**config.mk**
```make
export PLATFORM = sky130hd
export DESIGN_NAME = synaptic_current_accumulator
export DESIGN_NICKNAME = d
export VERILOG_FILES = /design/src/rtl/synaptic_current_accumulator.sv
export SDC_FILE = /design/constraint.sdc
export NUM_CORES = 1
export LEC_CHECK = 0
export CORE_ASPECT_RATIO = 0.8
export CORE_MARGIN = 8
export CORE_UTILIZATION = 60
export CTS_BUF_LIST = sky130_fd_sc_hd__clkbuf_4 sky130_fd_sc_hd__clkbuf_8
export CTS_CLUSTER_DIAMETER = 120
export DETAILED_ROUTE_END_ITERATION = 16
export DONT_BUFFER_PORTS = 1
export PLACE_DENSITY = 0.81
export SLEW_MARGIN = 20
export SYNTH_ARGS = -nofsm -noshare
export SYNTH_HDL_FRONTEND = slang
export SYNTH_SLANG_ARGS = --single-unit
```
**constraint.sdc**
```tcl
create_clock -name clk -period 21.8 [get_ports clk]
set_clock_uncertainty 0.2 [all_clocks]
set_input_delay 4.36 -clock clk [delete_from_list [all_inputs] [get_ports clk]]
set_output_delay 4.36 -clock clk [all_outputs]
set_load 0.02 [all_outputs]
```
**src/rtl/synaptic_current_accumulator.sv**
```systemverilog
// Multi-cycle spike-gated weight summer: LANES weights per clock, then clamp (or wrap) to OUT_W bits.
// Optional macro SYN_CUR_SAT_EN enables output saturation; undefined -> two's complement wrap, saturated=0.
module synaptic_current_accumulator #(
    parameter int M     = 24,
    parameter int W     = 8,
    parameter int LANES = 4,
    parameter int OUT_W = 8
) (
    input  logic               clk,
    input  logic               reset,
    input  logic               start,
    input  logic [M-1:0]       input_spikes,
    input  logic [M*W-1:0]     weights,
    output logic               busy,
    output logic               done,
    output logic [OUT_W-1:0]   input_current,
    output logic               saturated
);

    localparam int N     = M / LANES;
    localparam int ACC_W = W + $clog2(M) + 1;
    localparam int CNT_W = (N > 1) ? $clog2(N) : 1;

    typedef enum logic [1:0] {IDLE, ACCUM, FINISH} state_t;

    state_t                    state_q, state_d;
    logic signed [ACC_W-1:0]   acc_q, acc_d;
    logic [CNT_W-1:0]          cnt_q, cnt_d;
    logic [M-1:0]              spk_q, spk_d;
    logic [M*W-1:0]            wts_q, wts_d;
    logic [OUT_W-1:0]          cur_q, cur_d;
    logic                      sat_q, sat_d;
    logic                      busy_q, busy_d;
    logic                      done_q, done_d;

    logic signed [ACC_W-1:0]   chunk_sum;
    logic [OUT_W-1:0]          res_val;
    logic                      res_sat;

    function automatic logic [ACC_W-1:0] sext(input logic [W-1:0] w);
        return {{(ACC_W-W){w[W-1]}}, w};
    endfunction

    always_comb begin
        chunk_sum = '0;
        for (int l = 0; l < LANES; l++) begin
            if (spk_q[int'(cnt_q) * LANES + l])
                chunk_sum = chunk_sum + sext(wts_q[(int'(cnt_q) * LANES + l) * W +: W]);
        end
    end

`ifdef SYN_CUR_SAT_EN
    localparam logic signed [ACC_W-1:0] SAT_MAX = ACC_W'((2 ** (OUT_W - 1)) - 1);
    localparam logic signed [ACC_W-1:0] SAT_MIN = ACC_W'(-(2 ** (OUT_W - 1)));

    always_comb begin
        res_val = acc_q[OUT_W-1:0];
        res_sat = 1'b0;
        if (acc_q > SAT_MAX) begin
            res_val = {1'b0, {(OUT_W-1){1'b1}}};
            res_sat = 1'b1;
        end else if (acc_q < SAT_MIN) begin
            res_val = {1'b1, {(OUT_W-1){1'b0}}};
            res_sat = 1'b1;
        end
    end
`else
    assign res_val = acc_q[OUT_W-1:0];
    assign res_sat = 1'b0;
`endif

    // Inputs are captured once at acceptance; start is ignored outside IDLE.
    always_comb begin
        state_d = state_q;
        acc_d   = acc_q;
        cnt_d   = cnt_q;
        spk_d   = spk_q;
        wts_d   = wts_q;
        cur_d   = cur_q;
        sat_d   = sat_q;
        busy_d  = busy_q;
        done_d  = 1'b0;
        case (state_q)
            IDLE: begin
                if (start) begin
                    spk_d   = input_spikes;
                    wts_d   = weights;
                    acc_d   = '0;
                    cnt_d   = '0;
                    busy_d  = 1'b1;
                    state_d = ACCUM;
                end
            end
            ACCUM: begin
                acc_d = acc_q + chunk_sum;
                if (cnt_q == CNT_W'(N - 1))
                    state_d = FINISH;
                else
                    cnt_d = cnt_q + 1'b1;
            end
            FINISH: begin
                cur_d   = res_val;
                sat_d   = res_sat;
                done_d  = 1'b1;
                busy_d  = 1'b0;
                state_d = IDLE;
            end
            default: state_d = IDLE;
        endcase
    end

    always_ff @(posedge clk or posedge reset) begin
        if (reset) begin
            state_q <= IDLE;
            acc_q   <= '0;
            cnt_q   <= '0;
            spk_q   <= '0;
            wts_q   <= '0;
            cur_q   <= '0;
            sat_q   <= 1'b0;
            busy_q  <= 1'b0;
            done_q  <= 1'b0;
        end else begin
            state_q <= state_d;
            acc_q   <= acc_d;
            cnt_q   <= cnt_d;
            spk_q   <= spk_d;
            wts_q   <= wts_d;
            cur_q   <= cur_d;
            sat_q   <= sat_d;
            busy_q  <= busy_d;
            done_q  <= done_d;
        end
    end

    assign busy          = busy_q;
    assign done          = done_q;
    assign input_current = cur_q;
    assign saturated     = sat_q;

endmodule

```
# Yosys cells after proc, flatten, opt, wreduce, memory -nomap -nowiden
# Cells that the tools add are included.
classes:
  n_reduce_logical: 8
  add_sub_neg: 8
  magnitude_cmp: 4
  shifts: 4
  mux: 26
  eq_ne: 6
ops:
  columns: ["cell", "count"]
  rows:
  - ["$shiftx 192x10->8", 3]
  - ["$shiftx 192x9->8", 1]
  - ["$lt 32x7->1 const B", 3]
  - ["$mux 14", 5]
  - ["$add 14x14->14", 4]
  - ["$pmux 14 s2", 1]
  - ["$bmux 1 s5", 3]
  - ["$add 5x2->6 const B", 2]
  - ["$mux 1", 9]
  - ["$reduce_and 2->1", 4]
  - ["$add 5x1->6 const B", 1]
  - ["$lt 5x6->1 const B", 1]
  - ["$mux 3", 2]
  - ["$ne 2x2->1 const B", 3]
  - ["$pmux 3 s2", 1]
  - ["$mux 2", 2]
  - ["$pmux 2 s2", 1]
  - ["$reduce_bool 2->1", 2]
  - ["$add 3x1->3 const B", 1]
  - ["$bmux 1 s3", 1]
  - ["$eq 3x3->1 const B", 1]
  - ["$reduce_and 3->1", 1]
  - ["$eq 2x1->1 const B", 1]
  - ["$eq 2x2->1 const B", 1]
  - ["2 further kinds", 2]
totals:
  out_inout_bits: 11
  in_bits: 219
  wordCells: 64
  ff_bits: 245

# Depth between registers and ports, before layout
# Gate-level depths: netlist (run 1).
logic_depth:
  word_depth: 11
  ltp_mapped: 32

# Worst setup path before layout (run 1)
# Ideal clock, no wire load.
synth_timing:
  path_kind: "register -> register"
  from: "register cnt_q[0]"
  to: "register acc_q[7]"
  period_less_slack_ps: 6682
  slack_ps: 15118
  t_required_ps: 21460
  path_stages_with_launch: 31
  t_arrival_ps: 6342
  path_cell_list: "dfrtp_1 buf_6 buf_6 buf_2 clkbuf_1 mux4_2 nand2_1 o21ai_0 ha_1 fa_1 xor2_1 mux2_2 ha_1 a21oi_1 nand2_1 a21o_1 a21oi_1 xnor2_1 mux2_2 ha_1 a21oi_1 xor2_1 o22ai_1 o21bai_1 ha_1 or4_1 o22ai_1 xnor3_1 a21o_1 a211oi_1 o32ai_1"
synth_via:
  elab_chain_cells: 11
synth_rtl:
  columns: ["item", "line", "text"]
  rows:
  - ["from (decl)", "28", "logic [CNT_W-1:0] cnt_q, cnt_d;"]
  - ["from (signal assigned)", "126", "cnt_q <= cnt_d;"]
  - ["parallel branches: the longest is 8 deep, another holds $add 14x14->14", null, null]
  - ["$mux 14 *", "47", "if (spk_q[int'(cnt_q) * LANES + l])"]
  - ["$add 14x14->14 *", "95", "acc_d = acc_q + chunk_sum;"]
  - ["$pmux 14 s2 *", "83", "case (state_q)"]
  - ["to (signal assigned)", "115", "acc_q <= '0;"]
  - ["to (signal assigned)", "125", "acc_q <= acc_d;"]
  - ["to (decl)", "27", "logic signed [ACC_W-1:0] acc_q, acc_d;"]
# Mark *: on every way between the ends. The select of a mux whose other input is x is not followed.
# A chain may end at the register's enable or synchronous reset.

# Worst setup path in the final report (run 1)
layout_timing:
  from: "register cnt_q[1]"
  to: "register acc_q[7]"
# The elaborated chain is that of the path after synthesis.

==> impl_metrics.csv, run 1 <==
group,metric,value,unit
synthesis,synth.distinct_cells,52,
timing,worst_pin_slew,1070,ps
layout,area_growth,8.452,%
critical_path,required,21980,ps
detailed_routing,firstDrtPassIters,4,
placement,placedCellCount,1096,
synthesis,synth_edf_count,0,
clocking,cts_max_level,2,
synthesis,synth_ff_type,"dfrtp_1",
placement,dp.final_hpwl,19500,um
die,rows,46,
layout,fillers,1438,
detailed_routing,routedWlPerCell,22.55,um
layout,drive_gt1_share,40.69,%
clocking,cts_buffers,40,
critical_path,slowest_stage,"nand2b_1",
detailed_routing,ant_nets,0,
timing,setup_viol,0,
layout,final_util,65.74,%
die,start_util,60.62,%
die,design.die.area,24680,um2
die,io_pins,230,
synthesis,yosys_warnings,0,
detailed_routing,post-route-drc-count,0,
synthesis,ys_ff_latch,239,
timing,slew_violations,0,
die,die_x,173.7,um
timing,fmax,0.1304,GHz
critical_path,crit_path_frequent_cell,"ha_1",
global_route,grt_first_pass_wirelength,42010,um
timing,hold_violations,0,
clocking,clock-sinks,239,
outcome,outcome,"finished clean",
clocking,post_cts_buffers,0,
synthesis,async_reset_ff_share,100.0,%
critical_path,critPathLaunchType,"flip-flop",
synthesis,netlist_area,11930,um2
layout,finalNetCount,1127,
clocking,insertion_delay,540,ps
detailed_routing,vias,6980,
timing,fin_crit,7670,ps
global_route,grt_pass1_vias,7513,
synthesis,seq_area_frac_synth,50.13,%
clocking,root_buffer,"clkbuf_8",
critical_path,crit_family,"compound AO/OA/AOI/OAI gates",
critical_path,crit_fanout,35,
layout,fin_cells,1170,
global_route,grt.overflow.total,0,
die,fp.dieH,142.1,um
critical_path,ff2ff_setup_slack,14130,ps
synthesis,syn_inst,871,
timing,relSlewSlack,28.63,%
timing,period_share,35.18,%
clocking,clkTransAtPathRegs,70,ps
critical_path,timing.critical_path.buf_inv,1,
synthesis,syn_nets,1124,
die,core,19680,um2
critical_path,slowest_delay,790,ps
detailed_routing,wl,26380,um
job,drv_cap,0,
clocking,clock_tree.buffer_depth,3,
timing,tns,0,ps
placement,place_congestion,0.8584,
timing,setup_slack,14130,ps
placement,pre_cts_ws,14150,ps
global_route,grt_max_degree,106,
worst_hold_path,worst_hold_path_type,"reg2reg",
timing,rsz0062_at_grt,"false",
clocking,cts_resized,0,
clocking,cts_tree,"done",
placement,portBuffers,0,
critical_path,crit_arrival,7850,ps
synthesis,syn-mean-instance-area,13.70,um2
clocking,hold_buffers,0,
critical_path,cp-end-kind,"flip-flop",
global_route,grt_usage,21.36,%
critical_path,critical_path_class,"reg2reg",
detailed_routing,drt-initial-drc-count,396,
global_route,antenna_found_initial,12,
detailed_routing,viasPerCell,5.966,
==> metal layers <==
metal	wire length, um	global-route usage, %
met1	11060	27.10
met2	12590	34.03
met3	2212	8.380
met4	399	5.433
met5	120	0
==> worst register-to-register path, cell delays in order (launching register included) <==
cell      delay [ps]
dfrtp_2          560
buf_4            600
nand2b_1         800
o21ai_0          220
ha_1             250
fa_1             400
xor2_1           150
mux2_2           280
ha_1             350
a21oi_1          170
nand2_1          110
a21o_1           190
a21oi_1          180
xnor2_1           80
mux2_2           280
ha_1             340
a21oi_1          170
xor2_1           170
o22ai_1           90
o21bai_1         210
ha_1             210
or4_1            410
o22ai_1          220
xnor3_1          370
a21o_1           180
a211oi_1         210
o32ai_1          120
==> through the flow <==
stage	cell area, um2	hold WS, ps
3_3_place_gp	12080	283.9
3_5_place_dp	12080	290.6
6_report	12940	299.8
4_1_cts	12930	304.3
5_1_grt	12930	318.0
2_1_floorplan	11930	272.7
==> Yosys cell counts (2+ instances only) <==
cell type / count / area (um2)
o22ai_1: 16 / 100.1
o211a_1: 2 / 20.02
dfrtp_1: 239 / 5981
a21oi_4: 2 / 32.53
o32ai_1: 2 / 17.52
inv_2: 2 / 7.510
inv_1: 18 / 67.56
buf_12: 2 / 40.04
mux2_2: 237 / 2669
or4_1: 2 / 15.01
mux2i_1: 39 / 390.4
o21bai_1: 4 / 30.03
a21o_1: 9 / 67.56
clkbuf_1: 27 / 101.4
a21oi_1: 20 / 100.1
mux4_2: 31 / 698.2
xor2_1: 8 / 70.07
clkinv_1: 2 / 7.510
buf_2: 13 / 65.06
a21oi_2: 2 / 17.52
o21ai_1: 2 / 10.01
ha_1: 30 / 375.4
nor3_1: 5 / 25.02
a211oi_1: 6 / 45.04
nand2b_1: 4 / 25.02
nor2_1: 20 / 75.07
o21ai_0: 32 / 160.2
nand2_1: 42 / 157.7
nor2b_1: 2 / 12.51
o21a_1: 2 / 15.01
nand3_1: 5 / 25.02
fa_1: 4 / 80.08
buf_6: 4 / 45.04
xnor2_1: 13 / 113.9
mux2_4: 6 / 90.09
==> worst paths after layout <==
| path | from | cells after the start | end |
|---|---|---|---|
| max in group asynchronous | reset | 3 | cnt_q[1] |
| min in group asynchronous | reset | 1 | wts_q[97] |
| min | wts_q[109] | 1 | wts_q[109] |
| max | cnt_q[1] | 26 | acc_q[7] |
| max reg2reg | cnt_q[1] | 26 | acc_q[7] |
| min reg2reg | wts_q[109] | 1 | wts_q[109] |
==> area by class of cell <==
type	instances	area, um2	area share (%)
Sequential cell	239	5986	46.26
Multi-Input combinational cell	562	5610	43.36
Clock buffer	64	774.5	5.985
Tap cell	264	330.3	2.553
Inverter	22	90.09	0.6962
Clock inverter	6	71.32	0.5512
Timing Repair Buffer	9	67.56	0.5221
Antenna cell	4	10.01	0.07735
==> cells by family (layout without fill, tap and decap cells) <==
family / count (synthesis) / in the layout / share of synthesized area, %
multiplexers: 314 / 314 / 32.34
flip-flops: 239 / 239 / 50.13
AO/OA/AOI/OAI: 106 / 106 / 5.904
AND/OR/NAND/NOR: 85 / 85 / 3.156
buffers and inverters: 70 / 101 / 2.894
adder cells (fa/ha/maj): 34 / 34 / 3.817
XOR/XNOR: 22 / 22 / 1.730
other: 1 / 5 / 0.03143
==> state kept, by name (all words and copies together) (netlist names) <==
register	count
acc_q	8
busy	1
cnt_q	3
done	1
input_current	8
spk_q	24
state_q	2
wts_q	192
==> placed cells by master (no fill, tap or decap), types with 4 or more instances in the layout <==
cell type / n
nor3_1: 5
ha_1: 30
nor2_1: 20
a21o_1: 9
fa_1: 4
o21ai_0: 32
dfrtp_1: 237
diode_2: 4
mux2i_1: 39
o21bai_1: 4
mux4_2: 31
xnor2_1: 13
buf_4: 9
mux2_4: 6
a211oi_1: 6
nand2b_1: 4
nand2_1: 42
mux2_2: 237
xor2_1: 8
clkbuf_8: 47
a21oi_1: 20
inv_1: 17
clkbuf_4: 17
o22ai_1: 16
nand3_1: 5
Power of run 1 is left out: the tool's default activity adds up to more than one toggle a clock period on the data nets, which glitch-free logic cannot reach.
==> run 2, diff against run 1 <==
- PLACE_DENSITY: 0.81 -> 0.84
- clock period: 21.8 -> 7 ns (I/O delays scaled with it)
==> impl_metrics.csv, run 2 (same netlist as run 1, synthesis figures left out) <==
group,metric,value,unit
layout,final_area,13110,um2
layout,area_growth,9.837,%
placement,pre_cts_ws,291.7,ps
die,design.die.area,24680,um2
timing,slew_violations,0,
die,fp.dieH,142.1,um
clocking,clock_tree.buffer_depth,3,
placement,dpl_cell_area,12150,um2
detailed_routing,drt-initial-drc-count,496,
critical_path,cp-end-kind,"flip-flop",
timing,fin_crit,6612,ps
placement,portBuffers,0,
global_route,grt_max_degree,184,
clocking,cts_tree,"done",
detailed_routing,viasPerCell,6.005,
die,die_x,173.7,um
global_route,grt.overflow.total,0,
die,rows,46,
timing,relSlewSlack,32.41,%
layout,final_cell_mix,"237 x mux2_2, 237 x dfrtp_1, 50 x clkbuf_8",
layout,drive_gt1_share,41.75,%
die,start_util,60.62,%
worst_hold_path,worst_hold_path_type,"reg2reg",
critical_path,required,7180,ps
die,io_pins,230,
clocking,clock-sinks,239,
job,drv_cap,0,
layout,largest_register,"wts_q",
detailed_routing,vias,7104,
timing,setup_slack,387.7,ps
global_route,grt_pass1_vias,7584,
global_route,grt_first_pass_wirelength,43330,um
critical_path,slowest_stage,"mux4_2",
timing,setup_viol,0,
placement,dp.final_hpwl,20030,um
die,core,19680,um2
global_route,antenna_found_initial,14,
clocking,root_buffer,"clkbuf_8",
clocking,clkTransAtPathRegs,60,ps
layout,fillers,1370,
critical_path,slowest_delay,600,ps
detailed_routing,wl,27470,um
detailed_routing,routedWlPerCell,23.22,um
outcome,outcome,"finished clean",
critical_path,crit_fanout,17,
timing,fmax,0.1512,GHz
detailed_routing,ant_nets,0,
critical_path,timing.critical_path.buf_inv,2,
critical_path,crit_arrival,6800,ps
timing,period_share,94.46,%
critical_path,crit_path_frequent_cell,"ha_1",
layout,largest_reg_flops,192,
global_route,grt_usage,22.18,%
timing,tns,0,ps
critical_path,critPathLaunchType,"flip-flop",
layout,finalNetCount,1141,
detailed_routing,firstDrtPassIters,4,
critical_path,crit_family,"compound AO/OA/AOI/OAI gates",
timing,hold_violations,0,
clocking,insertion_delay,550,ps
critical_path,critical_path_class,"reg2reg",
clocking,cts_max_level,2,
placement,place_congestion,0.9218,
timing,worst_pin_slew,1014,ps
layout,reg_top3,"wts_q (192), spk_q (24)",
clocking,cts_buffers,38,
detailed_routing,post-route-drc-count,0,
run 2: changes by cell type in the layout (fill, tap and decap cells not counted), moves of 2 or more:
| cell | before | now |
|---|---|---|
| buf_4 | 9 | 23 |
| clkbuf_4 | 17 | 8 |
| clkbuf_8 | 47 | 50 |
| clkinv_2 | 2 | 5 |
| buf_12 | 0 | 2 |
run 2: layer usage:
| metal | GRT usage, % | part of all wire [%] |
|---|---|---|
| met1 | 27.97 | 42 |
| met2 | 35.24 | 47 |
| met3 | 9.361 | 8.9 |
| met4 | 5.209 | 1.8 |
| met5 | 0 | 0.48 |
run 2: final timing paths:
kind                              end  startpoint  slack (ps)  depth (start not counted)
max                          acc_q[7]    cnt_q[1]         390                         25
min                         wts_q[99]   wts_q[99]         300                          1
max reg2reg                  acc_q[7]    cnt_q[1]         390                         25
min reg2reg                 wts_q[99]   wts_q[99]         300                          1
max in group asynchronous  wts_q[176]       reset        4790                          2
min in group asynchronous   wts_q[97]       reset         520                          1
run 2: metrics by stage:
step,util (%),cells,hold slack [ps]
2_1_floorplan,-,871,272.7
3_3_place_gp,61.73,1102,283.0
3_5_place_dp,61.73,1102,289.9
4_1_cts,66.06,1169,303.6
5_1_grt,66.57,1182,317.1
6_report,66.58,1183,303.3
run 2: final cells by class:
type	count	area (um2)	share of cell area, %
Multi-Input combinational cell	562	5622	42.90
Inverter	22	90.09	0.6874
Clock buffer	58	748.2	5.709
Clock inverter	9	103.9	0.7924
Tap cell	264	330.3	2.521
Antenna cell	4	10.01	0.07638
Timing Repair Buffer	25	212.7	1.623
Sequential cell	239	5988	45.69
run 2: repair_timing:
action                                  CTS  global route
hold buffers                              0             0
gates resized for setup                   0             4
setup buffers                             0            10
endpoints found under the setup margin    0             1
hold endpoints to repair                  0             0
run 2: worst reg2reg max path, cell delays in order (launching register included):
cell and delay (ps):
dfrtp_4 510, buf_4 160, buf_4 330, mux4_2 600, nand2_1 90, o21ai_0 120
ha_1 370, a21oi_1 240, o21ai_0 160, xnor2_1 150, o21ai_1 210, ha_1 320
xnor2_1 150, mux2_2 280, ha_1 340, a21oi_1 170, xor2_1 160, o22ai_1 90
o21bai_1 180, ha_1 200, or4_1 400, o22ai_1 180, xnor3_1 350, a21o_1 180
a211oi_1 200, o32ai_1 110
Power of run 2 is left out for the same reason.
==> run 3, diff against run 2 <==
- CTS_CLUSTER_DIAMETER: 120 -> 60
==> results of run 3 <==
The final DEF is identical to that of run 2; final timing and power are the same.
Power of run 3 is left out for the same reason.
